## src/rtl/uart_tx.sv

```systemverilog
// rtl/uart_tx.sv - 8-bit UART transmitter, optional even parity, 1 or 2 stop bits
module uart_tx #(
  parameter int CYCLES_PER_BIT = 868,
  parameter int PARITY_EN      = 0,
  parameter int STOP_BITS      = 1
) (
  input  logic       clk_in,
  input  logic       rst_in,
  input  logic [7:0] data_in,
  input  logic       valid_in,
  output logic       ready_out,
  output logic       tx_out,
  output logic       busy_out,
  output logic       done_out
);

  localparam int CW = $clog2(CYCLES_PER_BIT) + 1;
  localparam logic [CW-1:0] LAST_CNT = CW'(CYCLES_PER_BIT - 1);

  typedef enum logic [2:0] {IDLE, START, DATA, PARITY, STOP} state_t;

  state_t        state;
  logic [CW-1:0] bit_cnt;
  logic [2:0]    bit_idx;
  logic          stop_cnt;
  logic [7:0]    shreg;
  logic          parity;
  logic          bit_end;

  assign bit_end = (bit_cnt == LAST_CNT);

  always_ff @(posedge clk_in) begin
    if (rst_in) begin
      state     <= IDLE;
      bit_cnt   <= '0;
      bit_idx   <= '0;
      stop_cnt  <= 1'b0;
      shreg     <= '0;
      parity    <= 1'b0;
      tx_out    <= 1'b1;
      ready_out <= 1'b1;
      busy_out  <= 1'b0;
      done_out  <= 1'b0;
    end else begin
      done_out <= 1'b0;
      case (state)
        IDLE: begin
          if (valid_in) begin
            shreg     <= data_in;
            parity    <= ^data_in;
            bit_cnt   <= '0;
            state     <= START;
            tx_out    <= 1'b0;
            ready_out <= 1'b0;
            busy_out  <= 1'b1;
          end
        end
        START: begin
          if (bit_end) begin
            bit_cnt <= '0;
            bit_idx <= '0;
            state   <= DATA;
            tx_out  <= shreg[0];
          end else begin
            bit_cnt <= bit_cnt + CW'(1);
          end
        end
        DATA: begin
          if (bit_end) begin
            bit_cnt <= '0;
            if (bit_idx == 3'd7) begin
              if (PARITY_EN != 0) begin
                state  <= PARITY;
                tx_out <= parity;
              end else begin
                state    <= STOP;
                stop_cnt <= 1'b0;
                tx_out   <= 1'b1;
              end
            end else begin
              // next bit comes from shreg[1] because the shift lands this same edge
              bit_idx <= bit_idx + 3'd1;
              shreg   <= {1'b0, shreg[7:1]};
              tx_out  <= shreg[1];
            end
          end else begin
            bit_cnt <= bit_cnt + CW'(1);
          end
        end
        PARITY: begin
          if (bit_end) begin
            bit_cnt  <= '0;
            stop_cnt <= 1'b0;
            state    <= STOP;
            tx_out   <= 1'b1;
          end else begin
            bit_cnt <= bit_cnt + CW'(1);
          end
        end
        STOP: begin
          if (bit_end) begin
            bit_cnt <= '0;
            if (stop_cnt == 1'(STOP_BITS - 1)) begin
              state     <= IDLE;
              ready_out <= 1'b1;
              busy_out  <= 1'b0;
              done_out  <= 1'b1;
            end else begin
              stop_cnt <= 1'b1;
            end
          end else begin
            bit_cnt <= bit_cnt + CW'(1);
          end
        end
        default: begin
          state     <= IDLE;
          tx_out    <= 1'b1;
          ready_out <= 1'b1;
          busy_out  <= 1'b0;
        end
      endcase
    end
  end

endmodule

```

## config.mk

```make
export PLATFORM = sky130hd
export DESIGN_NAME = uart_tx
export DESIGN_NICKNAME = d
export VERILOG_FILES = /design/src/rtl/uart_tx.sv
export SDC_FILE = /design/constraint.sdc
export NUM_CORES = 1
export LEC_CHECK = 0
export BUFFER_PORTS_ARGS = -buffer_cell sky130_fd_sc_hd__buf_4
export CORE_UTILIZATION = 50
export DETAILED_ROUTE_END_ITERATION = 10
export HOLD_SLACK_MARGIN = 0.08
export PLACE_DENSITY_LB_ADDON = 0.25
export SETUP_SLACK_MARGIN = 0.2
export SKIP_LAST_GASP = 1
export SLEW_MARGIN = 0
export SYNTH_ARGS = -nofsm -noshare
export SYNTH_HDL_FRONTEND = slang
export SYNTH_SLANG_ARGS = --single-unit
```

## constraint.sdc

```tcl
create_clock -name clk_in -period 1.6 [get_ports clk_in]
set_input_delay 0.24 -clock clk_in [delete_from_list [all_inputs] [get_ports clk_in]]
set_output_delay 0.24 -clock clk_in [all_outputs]
set_load 0.005 [all_outputs]
```

==> results of run 1 <==
[through the flow]
stage / instances / setup WS (ns) / instance area (um^2) / hold WS [ns] / setup TNS [ns]
6_report: 244 / -0.0366 / 2060 / 0.151 / -0.107
5_1_grt: 244 / -0.129 / 2060 / 0.164 / -1.88
4_1_cts: 242 / -0.0157 / 1960 / 0.150 / -0.0315
3_5_place_dp: 228 / -0.0421 / 1800 / 0.460 / -0.0679
3_3_place_gp: 228 / -0.00777 / 1800 / 0.452 / -0.00777
2_1_floorplan: 178 / -0.0100 / 1580 / 0.376 / -0.0201
[layer usage]
layer | track usage | up-vias | wire (um)
met5 | 0 | - | 0
met4 | 0.115 | 0 | 88
met3 | 0.0612 | 12 | 234
met2 | 0.413 | 52 | 1910
met1 | 0.318 | 738 | 1720
li1 | - | 723 | -
[sequential cells by signal (all words and copies together), names as in the netlist]
register   cells
bit_cnt       11
tx_out         1
done_out       1
bit_idx        3
state          3
busy_out       1
shreg          8
ready_out      1
[power groups by stage]
stage | clock network, mW | logic, mW | registers (mW)
after floorplan | 0 | 0.117 | 0.785
after global placement | 0 | 0.178 | 0.786
after detailed placement | 0 | 0.184 | 0.788
after CTS | 0.534 | 0.200 | 0.768
after global routing | 0.552 | 0.249 | 0.771
final | 0.524 | 0.227 | 0.768
[layout make-up]
cell class	count	area [um^2]
clock buffer	7	65.1
clock inverter	1	5.00
fill	208	741
inverter	3	11.3
multi-input combinational	133	1020
sequential	29	593
tap	31	38.8
timing repair buffer	40	329
[repair_timing]
action | 4_1_cts | 5_1_grt
cloned | 1 | 1
resized for setup | 17 | 21
endpoints found under the setup margin | 26 | 29
setup buffers | 5 | 1
hold buffers | 0 | 0
pin swaps | 21 | 3
[kinds of logic after synthesis]
group | Yosys count | synth area share
adder cells (fa/ha/maj) | 3 | 0.0247
multiplexers | 8 | 0.0528
XOR/XNOR | 6 | 0.0346
flip-flops | 29 | 0.383
buffers and inverters | 16 | 0.0437
AO/OA/AOI/OAI | 48 | 0.192
AND/OR/NAND/NOR | 68 | 0.270
[worst min-delay path, stage by stage]
cell	delay (ns)
buf_4	0.11
nand2_1	0.05
a21oi_1	0.05
[cells in the final DEF, fill, tap and decap left out, types with 2 or more instances in the layout]
cell / instances
mux2i_1: 8
o21ai_0: 5
clkbuf_8: 2
dfxtp_4: 2
a21oi_1: 16
a21o_1: 7
dfxtp_1: 23
nor3b_4: 2
o21ai_1: 4
nand2_1: 4
xor2_1: 5
a21oi_2: 5
nand3_1: 11
and2_1: 3
nand4_1: 8
nor3_1: 4
ha_4: 3
buf_4: 33
buf_6: 5
dfxtp_2: 4
clkbuf_4: 5
or3_1: 3
nand3_2: 3
inv_1: 3
o21bai_1: 2
nor2_1: 13
[how the worst max path moves through the flow]
| stage | startpoint | to | slack [ns] | cells past startpoint |
|---|---|---|---|---|
| floorplan | bit_idx[1]$_SDFFE_PP0P_ | shreg[5]$_SDFFE_PP0P_ | -0.01 | 7 |
| global placement | bit_cnt[1]$_SDFFE_PP0P_ | state[2]$_SDFFE_PP0P_ | -0.008 | 5 |
| detailed placement | bit_cnt[1]$_SDFFE_PP0P_ | state[2]$_SDFFE_PP0P_ | -0.04 | 5 |
| CTS | bit_idx[0]$_SDFFE_PP0P_ | shreg[4]$_SDFFE_PP0P_ | -0.02 | 7 |
| global route | state[0]$_SDFFE_PP0P_ | bit_cnt[7]$_SDFFE_PP0P_ | -0.13 | 6 |
| finish | bit_idx[0]$_SDFFE_PP0P_ | tx_out$_SDFFE_PP1P_ | -0.04 | 7 |
==> metrics.csv, run 1 <==
metric;value;unit
run status;complete, but fails checks;
failing checks;DRC, setup timing;
Comb power frac;0.149;
Max Freq;611;MHz
core region area;2810;um^2
gr usage total;0.253;
final hold vios;0;
P per Cell Area;735;nW/um^2
EDFF count, synth;0;
CP max stage cell;dfxtp_2;
nets@finish;226;
first-pass GRT wire length;6340;um
maximum resistive drop on vdd;0.479;mV
Rel. slew slack;0.748;
Clock Path Buffers;2;
count of distinct cell types in the synthesized netlist;44;
Syn Inst Count;178;
Synth area leader;dfxtp_1;
most common cell in the netlist;dfxtp_1;
CP required;1.84;ns
fin. max-slew vios;0;
Pwr Total;1.52;mW
DR WL/cell;16.2;um
CTS tree;done;
Via-to-Cell Ratio;6.25;
CP arrival;1.88;ns
initial core utilization;0.541;
Post-Route WL;3950;um
First DRT Iteration DRCs;78;
Top Ports;15;
R2R Setup Slk;-0.04;ns
Area Overhead vs Synth;36.0;%
Die Area;3260;um^2
total CTS buffers;5;
vias in the first global route;1407;
Worst path max stage delay;0.36;ns
root buffer cell;clkbuf_4;
Flop pwr share;0.506;
Buffers on Ports;14;
Post-synth top flop;dfxtp_1;
Register-to-Register Path Depth;7;
Buffers & Inverters on Critical Path;1;
share of post-route cells with drive strength above 1;0.371;
1st-pass router iterations;7;
DR vias;1525;
CP cell instances;ha_4 > ha_4 > buf_4 > o41ai_2 > a21oi_2 > a21oi_1 > o211ai_1;
H-tree depth;2;
setup ws final;-0.0366;ns
initial antenna violation count;0;
worst min-delay path class;in -> reg;
crit share post-route;1.02;
crit-path max FO;3;
RR Startpoint;bit_idx[0]$_SDFFE_PP0P_;
# DRC;2;
DPL Wire Length;2440;um
clk sinks;29;
FF-to-FF End;tx_out$_SDFFE_PP1P_;
largest net degree at the start of global routing;21;
post-synth design cell area;1520;um^2
CP delay by family, top;compound AO/OA/AOI/OAI gates;
Crit. End Element;register;
worst-margin pin slew;0.375;ns
Synth top cells by count;dfxtp_1, a21oi_1, nand3_1, nor2_1, o21ai_0;
clock skew;0.0112;ns
clock network power share;0.345;
Rows;19;
sequential area share after synthesis;0.383;
syn_nets;192;
Hold Crit Start;data_in[7];
RSZ-0062 raised after global routing;yes;
Sw Pwr;0.402;mW
crit-path most repeated cell;ha_4;
Final ANT Viol Nets;0;
Clk Latency, worst-skew pair;0.35;ns
Routability Congestion;0.854;
post-layout util;0.736;
Ys Warns;0;
Period minus WS final;1.64;ns
die height;57.1;um
overall die width;57.1;um
Worst-path clk slew;0.10;ns
Min-Delay Endpoint;shreg[7]$_SDFFE_PP0P_;
MaxCap Viol Count;0;
synthesized area per cell;8.53;um^2
Overflow after GRT;0;
Worst Hold Depth;3;
post-synthesis async set-or-reset flop share;0;
area share of the largest cell type after synthesis;0.383;
Antenna Cells;0;
crit path kind;reg -> reg;
flops & latches, synth;29;
leakage dissipation;0.759;nW
Int Pwr;1.12;mW
final setup vio count;9;
Area contributors post-synth;dfxtp_1, a21oi_1, mux2i_1;
launching element type of the critical path;register;
switching fraction of total power;0.265;
Note: power is estimated with default switching activity, not from simulation.
==> run 2, diff against run 1 <==
==> constraint.sdc (replaced) <==
create_clock -name clk_in -period 1.6 [get_ports clk_in]
set_input_delay 0 -clock clk_in [delete_from_list [all_inputs] [get_ports clk_in]]
set_output_delay 0 -clock clk_in [all_outputs]
set_load 0.005 [all_outputs]
==> metrics.csv, run 2 (same netlist as run 1, synthesis figures left out) <==
metric;value;unit
run status;complete, but fails checks;
failing checks;DRC, setup timing;
Routability Congestion;0.854;
Fillers;202;
initial core utilization;0.541;
CTS tree;done;
Area Overhead vs Synth;38.3;%
Rows;19;
Post-Route WL;4140;um
max reg flops;11;
Top Ports;15;
R2R Setup Slk;-0.07;ns
Overflow after GRT;0;
overall die width;57.1;um
launching element type of the critical path;register;
clock skew;0.00792;ns
H-tree depth;2;
core region area;2810;um^2
DPL Wire Length;2440;um
most flop-heavy register;bit_cnt;
design area;2100;um^2
Final ANT Viol Nets;0;
final hold vios;0;
# DRC;2;
commonest non-fill, non-tap cell in the layout;buf_4;
Rel. slew slack;0.721;
Clock Path Buffers;2;
total CTS buffers;5;
setup ws final;-0.0717;ns
Max Freq;598;MHz
crit share post-route;1.04;
RSZ-0062 raised after global routing;yes;
placed cell areas;1800;um^2
First DRT Iteration DRCs;83;
Via-to-Cell Ratio;6.12;
DR vias;1537;
clk sinks;29;
gr usage total;0.268;
final setup vio count;15;
P per Cell Area;724;nW/um^2
Die Area;3260;um^2
worst-margin pin slew;0.414;ns
Worst-path clk slew;0.10;ns
first-pass GRT wire length;6720;um
largest net degree at the start of global routing;21;
crit path kind;reg -> reg;
root buffer cell;clkbuf_4;
leakage dissipation;0.787;nW
fin. max-slew vios;0;
crit-path max FO;7;
Clk Latency, worst-skew pair;0.34;ns
biggest regs;bit_cnt x11, shreg x8;
worst min-delay path class;in -> reg;
initial antenna violation count;0;
Period minus WS final;1.67;ns
Antenna Cells;0;
vias in the first global route;1465;
CP arrival;1.90;ns
share of post-route cells with drive strength above 1;0.336;
CP required;1.82;ns
DR WL/cell;16.5;um
1st-pass router iterations;7;
Setup TNS Final;-0.454;ns
Crit. End Element;register;
commonest cells after routing, fill and taps aside;buf_4, dfxtp_1, a21oi_1;
maximum resistive drop on vdd;0.540;mV
nets@finish;233;
MaxCap Viol Count;0;
die height;57.1;um
Buffers on Ports;14;
## run 2: per-stage QoR
step                      cells  hold slack (ns)  power, mW  worst slack (ns)   util
after floorplan             178            0.136      0.902           -0.0100      -
after detailed placement    228            0.273      0.972           -0.0421  0.643
after global routing        251            0.134       1.58            -0.158  0.748
after global placement      228            0.261      0.964          -0.00777  0.643
final                       251            0.103       1.52           -0.0717  0.748
after CTS                   249           0.0865       1.52           -0.0157  0.725
## run 2: final timing paths
path                                 from  cells past startpoint                    end
setup / recovery  bit_idx[0]$_SDFFE_PP0P_                      8  shreg[0]$_SDFFE_PP0P_
hold / removal                 data_in[0]                      4  shreg[0]$_SDFFE_PP0P_
setup reg to reg  bit_idx[0]$_SDFFE_PP0P_                      8  shreg[0]$_SDFFE_PP0P_
hold reg to reg     shreg[6]$_SDFFE_PP0P_                      2  shreg[6]$_SDFFE_PP0P_
## run 2: power breakdown
group	total [mW]	switching (mW)	internal [mW]
Combinational	0.231	0.112	0.119
Clock	0.519	0.264	0.254
Sequential	0.770	0.0211	0.749
## run 2: cell type report
cell class                      instances  area (um^2)  area share
Tap cell                               31         38.8      0.0185
Multi-Input combinational cell        133          987       0.470
Clock inverter                          1         5.00     0.00238
Sequential cell                        29          591       0.281
Clock buffer                            7         65.1      0.0310
Timing Repair Buffer                   47          402       0.191
Inverter                                3         11.3     0.00536
## run 2: critical path, stage by stage (launching register included)
cell     delay (ns)
dfxtp_2        0.36
ha_4           0.16
ha_4           0.16
nor4b_4        0.25
nand4_1        0.16
buf_4          0.17
buf_6          0.12
nand3_1        0.09
a21oi_1        0.07
## run 2: metal layers
layer,vias to the layer above,global-route usage,part of all wire
met5,-,0,0
met4,0,0.105,0.018
met3,7,0.0612,0.046
met2,44,0.439,0.50
met1,750,0.344,0.44
li1,736,-,-
## run 2: what timing repair did
item / 4_1_cts / 5_1_grt
gates resized for setup: 17 / 15
gates cloned: 1 / 0
hold buffers: 7 / 0
pin swaps: 21 / 4
setup endpoints to repair: 26 / 29
buffers inserted: 5 / 2
endpoints found under the hold margin: 17 / 0
